<file path="config.mk">
export PLATFORM = sky130hd
export DESIGN_NAME = aes_round_ctrl
export DESIGN_NICKNAME = d
export VERILOG_FILES = /design/src/rtl/aes_round_ctrl.sv
export SDC_FILE = /design/constraint.sdc
export NUM_CORES = 1
export LEC_CHECK = 0
export CAP_MARGIN = 20
export CORE_UTILIZATION = 48
export CTS_CLUSTER_SIZE = 14
export DETAILED_ROUTE_END_ITERATION = 10
export GPL_ROUTABILITY_DRIVEN = 0
export PLACE_DENSITY = 0.84
export SYNTH_ARGS = -nofsm -noshare
export SYNTH_HDL_FRONTEND = slang
export SYNTH_SLANG_ARGS = --single-unit
</file>
<file path="constraint.sdc">
create_clock -name clk -period 2 [get_ports clk]
set_clock_uncertainty 0.1 [all_clocks]
set_input_delay 0.4 -clock clk [delete_from_list [all_inputs] [get_ports clk]]
set_output_delay 0.4 -clock clk [all_outputs]
set_load 0.05 [all_outputs]
</file>
<file path="src/rtl/aes_round_ctrl.sv">
// aes_round_ctrl: AES round sequencer for encrypt/decrypt, AES-128/192/256, with configurable cycles per round.
module aes_round_ctrl #(
  parameter int CYCLES_PER_ROUND = 3,
  parameter int LAST_CYCLES      = 2
) (
  input  logic       clk,
  input  logic       reset_n,
  input  logic       start,
  input  logic       abort,
  input  logic       decrypt,
  input  logic [1:0] key_len,
  output logic       busy,
  output logic       done,
  output logic       mux_sel,
  output logic       mix_en,
  output logic       last_round,
  output logic       req_key,
  output logic [3:0] round_idx
);
  typedef enum logic [1:0] {IDLE, INIT, MID, LAST} state_t;
  localparam logic [2:0] MID_TOP  = 3'(CYCLES_PER_ROUND - 1);
  localparam logic [2:0] LAST_TOP = 3'(LAST_CYCLES - 1);
  state_t     state, state_n;
  logic [3:0] r, r_n, nr, nr_n;
  logic [2:0] cnt, cnt_n;
  logic       dec, dec_n;
  always_ff @(posedge clk or negedge reset_n)
    if (!reset_n) begin
      state <= IDLE;
      r     <= '0;
      cnt   <= '0;
      nr    <= 4'd10;
      dec   <= 1'b0;
    end else begin
      state <= state_n;
      r     <= r_n;
      cnt   <= cnt_n;
      nr    <= nr_n;
      dec   <= dec_n;
    end
  always_comb begin
    state_n = state;
    r_n     = r;
    cnt_n   = cnt;
    nr_n    = nr;
    dec_n   = dec;
    case (state)
      IDLE: if (start && !abort) begin
        state_n = INIT;
        dec_n   = decrypt;
        nr_n    = key_len == 2'b01 ? 4'd12 : key_len == 2'b10 ? 4'd14 : 4'd10;
      end
      INIT: begin
        state_n = MID;
        r_n     = 4'd1;
        cnt_n   = MID_TOP;
      end
      MID: if (cnt != 3'd0) cnt_n = cnt - 3'd1;
        else if (r == nr - 4'd1) begin
          state_n = LAST;
          cnt_n   = LAST_TOP;
        end else begin
          r_n   = r + 4'd1;
          cnt_n = MID_TOP;
        end
      default: if (cnt != 3'd0) cnt_n = cnt - 3'd1;
        else begin
          state_n = IDLE;
          r_n     = '0;
        end
    endcase
    // abort outranks every transition out of a busy state, including the done cycle
    if (abort && state != IDLE) begin
      state_n = IDLE;
      r_n     = '0;
      cnt_n   = '0;
    end
  end
  always_comb begin
    busy       = state != IDLE;
    mux_sel    = state == MID || state == LAST;
    mix_en     = state == MID;
    last_round = state == LAST;
    done       = state == LAST && cnt == 3'd0 && !abort;
    req_key    = state == INIT || (state == MID && cnt == MID_TOP) || (state == LAST && cnt == LAST_TOP);
    round_idx  = state == INIT ? (dec ? nr : 4'd0) :
                 state == MID  ? (dec ? nr - r : r) :
                 state == LAST ? (dec ? 4'd0 : nr) : 4'd0;
  end
endmodule

</file>
==> flow_metrics.env, run 1 <==
export IMPL_ys_seq_area_frac=0.269
export IMPL_syn_area_per_cell_um2=8.49
export IMPL_fmax_mhz=403
export IMPL_path_buf_inv=3
export IMPL_drive_above_1_share=0.530
export IMPL_r2r_start="nr[1]$_DFFE_PN1P_"
export IMPL_ioPinCount=17
export IMPL_final_nets=207
export IMPL_dieHeight_um=50.3
export IMPL_finalCriticalPeriod_ps=2480
export IMPL_synthAdderAreaFrac=0.185
export IMPL_synth_seq_cells=12
export IMPL_syn_inst=132
export IMPL_finalMaxSlewViolations=0
export IMPL_clk_latency_ps=300
export IMPL_wirelength_um=4530
export IMPL_cts_root_buffer="clkbuf_4"
export IMPL_required_ps=1500
export IMPL_vias_per_cell=6.26
export IMPL_clock_sinks=12
export IMPL_cts_hold_buf=0
export IMPL_fp_dieW_um=50.3
export IMPL_initial_utilization=0.507
export IMPL_drt_first_pass_iters=6
export IMPL_maxSlewHeadroom=0.582
export IMPL_yosys_warnings=0
export IMPL_placed_area_mm2=0.00152
export IMPL_synthMuxAreaShare=0.0324
export IMPL_hold_violations=0
export IMPL_grt_use_total=0.325
export IMPL_place_hpwl_um=2270
export IMPL_ys_types=41
export IMPL_remaining_drc_errors=0
export IMPL_grt_pass1_wl_um=6070
export IMPL_syn_nets=155
export IMPL_cts_tree="yes"
export IMPL_timing_critical_path_slowest_stage_cell="dfstp_2"
export IMPL_status="finished with violations"
export IMPL_critical_path_class="flop to primary output"
export IMPL_n_fill_cell=104
export IMPL_ant_nets=0
export IMPL_cts_clk_slew_worst_paths_ps=90
export IMPL_drv_cap=0
export IMPL_power_per_cell_area_mw_per_mm2=1940
export IMPL_cts_buffers=3
export IMPL_min_period_over_period=1.24
export IMPL_die_area_mm2=0.00253
export IMPL_cp_max_fo=2
export IMPL_setup_violations_final=9
export IMPL_io_buffers=16
export IMPL_fin_area_mm2=0.00191
export IMPL_final_common_cell="buf_4"
export IMPL_area_growth_pct=70.6
export IMPL_startpoint="nr[1]$_DFFE_PN1P_"
export IMPL_cts_max_level=1
export IMPL_antenna_found_initial=0
export IMPL_synth_simple_area_share=0.163
export IMPL_start_kind="flop"
export IMPL_ctsLongestPathBuffers=2
export IMPL_final_core_util=0.865
export IMPL_crit_family="flip-flops"
export IMPL_core_rowCount=17
export IMPL_num_vias=1320
export IMPL_worstSetupEndpointType="primary output"
export IMPL_grt_start_max_net_pins=13
export IMPL_rsz0062_at_grt="true"
export IMPL_synth_compound_area_frac=0.231
export IMPL_worstHoldPathType="primary input to async pin"
export IMPL_synth_xor_area_frac=0.0379
export IMPL_initialDrtViolationCount=82
export IMPL_grt_pass1_vias=1269
export IMPL_violations="negative setup slack"
export IMPL_synth_top_family_by_area="compound AO/OA/AOI/OAI gates"
export IMPL_async_reset_ff_frac=1.00
export IMPL_cp_cell_sequence="buf_4 > ha_4 > inv_2 > o21bai_1 > a21o_1 > xnor2_2 > o21ai_4 > buf_12"
export IMPL_p_leak_nw=0.889
export IMPL_tightest_slew_ps=625
export IMPL_cp_arrival_ps=1980
export IMPL_setup_slack_ps=-479
export IMPL_design_core_area_mm2=0.00221
export IMPL_antennaDiodeCount=0
export IMPL_synth_cell_area_mm2=0.00112
export IMPL_synth_flop_cell="dfrtp_1"
export IMPL_synth_edf_count=0
export IMPL_critPathMaxStageDelay_ps=550
export IMPL_final_cell_mix="buf_4 (32), nand2_1 (17), inv_1 (11)"
export IMPL_routedWlPerCell_um=21.5
export IMPL_grt_overflow_total=0
export IMPL_ir_worst_vdd_uv=1520
[kinds of logic (layout without fill, tap and decap cells)]
family | Yosys count | count (layout)
compound gates | 39 | 39
flops | 12 | 12
mux | 3 | 3
xor+xnor | 4 | 4
buf+inv | 22 | 73
simple gates | 36 | 36
fa+ha+maj | 16 | 16
[flip-flops by register name (all words and copies together) (netlist names)]
register / flops
r: 4
cnt: 3
nr: 2
state: 2
dec: 1
[power breakdown]
part,switching [mW],leakage (nW),total [mW],internal [mW]
Sequential,0.0918,0.152,0.429,0.337
Combinational,1.63,0.716,3.07,1.44
Clock,0.107,0.0210,0.218,0.111
Total,1.83,0.889,3.71,1.89
[final timing paths]
check / end / slack (ps) / depth (start not counted)
worst min-delay path: r[2]$_DFFE_PN0P_ / 380 / 1
max in group asynchronous: state[1]$_DFFE_PN0P_ / 980 / 1
worst max-delay path: round_idx[3] / -480 / 8
worst min register to register: cnt[2]$_DFFE_PN0P_ / 480 / 1
worst max register to register: state[1]$_DFFE_PN0P_ / -340 / 9
min in group clk: cnt[2]$_DFFE_PN0P_ / 480 / 1
[cells in the mapped netlist (2+ instances only)]
| master | n | area, µm² |
|---|---|---|
| and3_1 | 3 | 18.8 |
| o2111ai_1 | 2 | 17.5 |
| inv_1 | 18 | 67.6 |
| dfrtp_1 | 11 | 275 |
| clkbuf_1 | 2 | 7.51 |
| a21o_1 | 2 | 15.0 |
| xnor2_1 | 2 | 17.5 |
| o21ai_0 | 15 | 75.1 |
| a32o_1 | 2 | 20.0 |
| nor2_1 | 2 | 7.51 |
| ha_1 | 15 | 188 |
| nand3_1 | 4 | 20.0 |
| o31ai_1 | 3 | 22.5 |
| a21oi_1 | 7 | 35.0 |
| nand2_1 | 18 | 67.6 |
[per-stage QoR]
step           setup TNS, ps  instances  total power, mW  setup slack, ps  hold slack, ps
2_1_floorplan           -117        132             1.78            -40.3            4.41
3_3_place_gp            -169        187             2.45            -56.2             397
3_5_place_dp            -308        187             2.54            -96.6             415
4_1_cts                -1470        200             3.16             -394             395
5_1_grt                -2970        211             3.89             -524             438
6_report               -2190        211             3.71             -479             384
[per-layer routing]
metal | global-route usage | up-vias | routed length, µm
li1 | - | 561 | -
met1 | 0.386 | 639 | 1650
met2 | 0.569 | 92 | 2270
met3 | 0.0545 | 28 | 385
met4 | 0.148 | 0 | 218
met5 | 0 | - | 0
[cell type report]
cell class | instances | area (µm²) | area share
Clock buffer | 4 | 36.3 | 0.0190
Inverter | 18 | 70.1 | 0.0366
Multi-Input combinational cell | 98 | 941 | 0.492
Sequential cell | 12 | 304 | 0.159
Tap cell | 28 | 35.0 | 0.0183
Timing Repair Buffer | 51 | 527 | 0.275
[timing repair]
| action | 4_1_cts | 5_1_grt |
|---|---|---|
| gates resized for setup | 28 | 21 |
| setup endpoints to repair | 12 | 17 |
| setup buffers | 9 | 11 |
| pin swaps | 14 | 14 |
Note: power is estimated with default switching activity, not from simulation.
==> run 2, diff against run 1 <==
--- a/config.mk
+++ b/config.mk
@@ -5,6 +5,7 @@
 export SDC_FILE = /design/constraint.sdc
 export NUM_CORES = 1
 export LEC_CHECK = 0
+export ABC_CLOCK_PERIOD_IN_PS = 2000
 export CAP_MARGIN = 20
 export CORE_UTILIZATION = 48
 export CTS_CLUSTER_SIZE = 14
==> results of run 2 <==
No change in the layout: final DEF, timing and power equal those of run 1.
==> run 3, diff against run 2 <==
--- a/config.mk
+++ b/config.mk
@@ -12,6 +12,7 @@
 export DETAILED_ROUTE_END_ITERATION = 10
 export GPL_ROUTABILITY_DRIVEN = 0
 export PLACE_DENSITY = 0.84
+export RECOVER_POWER = 25
 export SYNTH_ARGS = -nofsm -noshare
 export SYNTH_HDL_FRONTEND = slang
 export SYNTH_SLANG_ARGS = --single-unit
==> run 3 against run 2 <==
The run still ends with negative setup slack left. Utilization is the same. Die area unchanged. Hold slack better by 84 ps. Clock power fell by 2%. Non-clock buffer count unchanged. Power hardly changed. Fmax grew 0.16%. Flip-flop and latch count did not move. First-iteration DRC count rose by 2.4%. Combinational power about the same. Sequential power barely moved. Register-to-register slack hardly changed. Largest power group unchanged.
==> flow_metrics.env, run 3 (synthesis gave the netlist of run 1 again) <==
export IMPL_total_power_mw=3.71
export IMPL_grt_util_met3=0.0545
export IMPL_cts_buffers=3
export IMPL_cts_hold_buf=0
export IMPL_grt_overflow_total=0
export IMPL_setup_slack_ps=-475
export IMPL_start_kind="flop"
export IMPL_violations="negative setup slack"
export IMPL_grt_pass1_wl_um=6070
export IMPL_ioPinCount=17
export IMPL_min_period_over_period=1.24
export IMPL_regMostFlops="r"
export IMPL_setup_violations_final=11
export IMPL_top_usage_layer="met2"
export IMPL_clock_sinks=12
export IMPL_cp_cell_sequence="buf_4 > ha_4 > inv_2 > o21bai_1 > a21o_1 > xnor2_2 > o21ai_4 > buf_12"
export IMPL_final_core_util=0.865
export IMPL_remaining_drc_errors=0
export IMPL_cp_max_fo=2
export IMPL_use_met1=0.386
export IMPL_vias_per_cell=6.35
export IMPL_grt_use_total=0.325
export IMPL_initialDrtViolationCount=84
export IMPL_die_area_mm2=0.00253
export IMPL_reg_top3="r x4, cnt x3"
export IMPL_p_leak_nw=0.889
export IMPL_io_buffers=16
export IMPL_cts_tree="yes"
export IMPL_ir_worst_vdd_uv=1530
export IMPL_drive_above_1_share=0.530
export IMPL_finalMaxSlewViolations=0
export IMPL_critical_path_class="flop to primary output"
export IMPL_hold_violations=0
export IMPL_maxSlewHeadroom=0.567
export IMPL_rsz0062_at_grt="true"
export IMPL_antenna_found_initial=0
export IMPL_antennaDiodeCount=0
export IMPL_status="finished with violations"
export IMPL_clk_latency_ps=290
export IMPL_initial_utilization=0.507
export IMPL_timing_critical_path_slowest_stage_cell="dfstp_2"
export IMPL_cts_root_buffer="clkbuf_4"
export IMPL_place_hpwl_um=2270
export IMPL_worstHoldPathType="primary input to async pin"
export IMPL_worstSetupEndpointType="primary output"
export IMPL_final_cell_mix="buf_4 (32), nand2_1 (17), inv_1 (11)"
export IMPL_dieHeight_um=50.3
export IMPL_final_common_cell="buf_4"
export IMPL_final_cells=211
export IMPL_power_per_cell_area_mw_per_mm2=1940
export IMPL_wirelength_um=4520
export IMPL_crit_family="flip-flops"
export IMPL_fin_setup_tns_ps=-2240
export IMPL_ctsLongestPathBuffers=2
export IMPL_fmax_mhz=404
export IMPL_required_ps=1500
export IMPL_cts_clk_slew_worst_paths_ps=90
export IMPL_largest_reg_flops=4
export IMPL_cp_arrival_ps=1980
export IMPL_final_nets=207
export IMPL_drt_first_pass_iters=5
export IMPL_area_growth_pct=70.6
export IMPL_core_rowCount=17
export IMPL_post_place_cells=187
export IMPL_design_core_area_mm2=0.00221
export IMPL_num_vias=1340
export IMPL_routedWlPerCell_um=21.4
export IMPL_grt_start_max_net_pins=13
export IMPL_ant_nets=0
export IMPL_drv_cap=0
export IMPL_critPathMaxStageDelay_ps=550
export IMPL_met2_usage=0.569
export IMPL_tightest_slew_ps=647
export IMPL_cts_max_level=1
export IMPL_path_buf_inv=3
export IMPL_fp_dieW_um=50.3
export IMPL_grt_pass1_vias=1269
export IMPL_finalCriticalPeriod_ps=2480
run 3: changes by cell type in the layout (fill, tap and decap cells not counted):
cell	change
dlygate4sd3_1	+1
clkdlybuf4s50_1	-1
run 3: per-stage QoR:
| stage | area, µm² | hold slack [ps] | setup WS, ps |
|---|---|---|---|
| after floorplan | 1170 | 4.41 | -40.3 |
| after global placement | 1520 | 397 | -56.2 |
| after detailed placement | 1520 | 415 | -96.6 |
| after CTS | 1730 | 395 | -394 |
| after global routing | 1910 | 496 | -524 |
| final | 1910 | 468 | -475 |
run 3: area by class of cell:
| class | instances | area, µm² |
|---|---|---|
| Clock buffer | 4 | 36.3 |
| Fill cell | 104 | 299 |
| Inverter | 18 | 70.1 |
| Multi-Input combinational cell | 98 | 941 |
| Sequential cell | 12 | 304 |
| Tap cell | 28 | 35.0 |
| Timing Repair Buffer | 51 | 527 |
run 3: worst paths after layout:
kind | slack, ps | to | from | depth (start not counted)
max | -480 | round_idx[3] | nr[1]$_DFFE_PN1P_ | 8
min | 470 | r[1]$_DFFE_PN0P_ | reset_n | 1
max reg2reg | -340 | state[1]$_DFFE_PN0P_ | nr[1]$_DFFE_PN1P_ | 9
min reg2reg | 470 | cnt[2]$_DFFE_PN0P_ | cnt[2]$_DFFE_PN0P_ | 1
max in group asynchronous | 880 | state[1]$_DFFE_PN0P_ | reset_n | 1
min in group clk | 470 | cnt[2]$_DFFE_PN0P_ | cnt[2]$_DFFE_PN0P_ | 1
run 3: routing by layer:
metal / wire length [µm] / vias up / part of all wire
met3: 371 / 35 / 0.082
met1: 1710 / 644 / 0.38
met4: 255 / 0 / 0.056
li1: - / 564 / -
met2: 2190 / 97 / 0.48
met5: 0 / - / 0
run 3: where the power goes:
| group | total, mW | internal [mW] | switching [mW] |
|---|---|---|---|
| Combinational | 3.07 | 1.44 | 1.63 |
| Clock | 0.214 | 0.111 | 0.103 |
| Sequential | 0.429 | 0.337 | 0.0919 |
| Total | 3.71 | 1.89 | 1.83 |
run 3: worst register-to-register path, delay by kind of cell (launching register included):
kind | cells | cell delay [ps]
buffers and inverters | 4 | 390
adders and majority gates | 2 | 340
DFF | 1 | 550
and+or+nand+nor | 1 | 200
AOI/OAI and AO/OA | 1 | 360
muxes | 1 | 310
run 3: what timing repair did:
| item | CTS | global route |
|---|---|---|
| setup endpoints to repair | 12 | 17 |
| pin swaps | 14 | 14 |
| resized for setup | 28 | 21 |
| setup buffers | 9 | 11 |
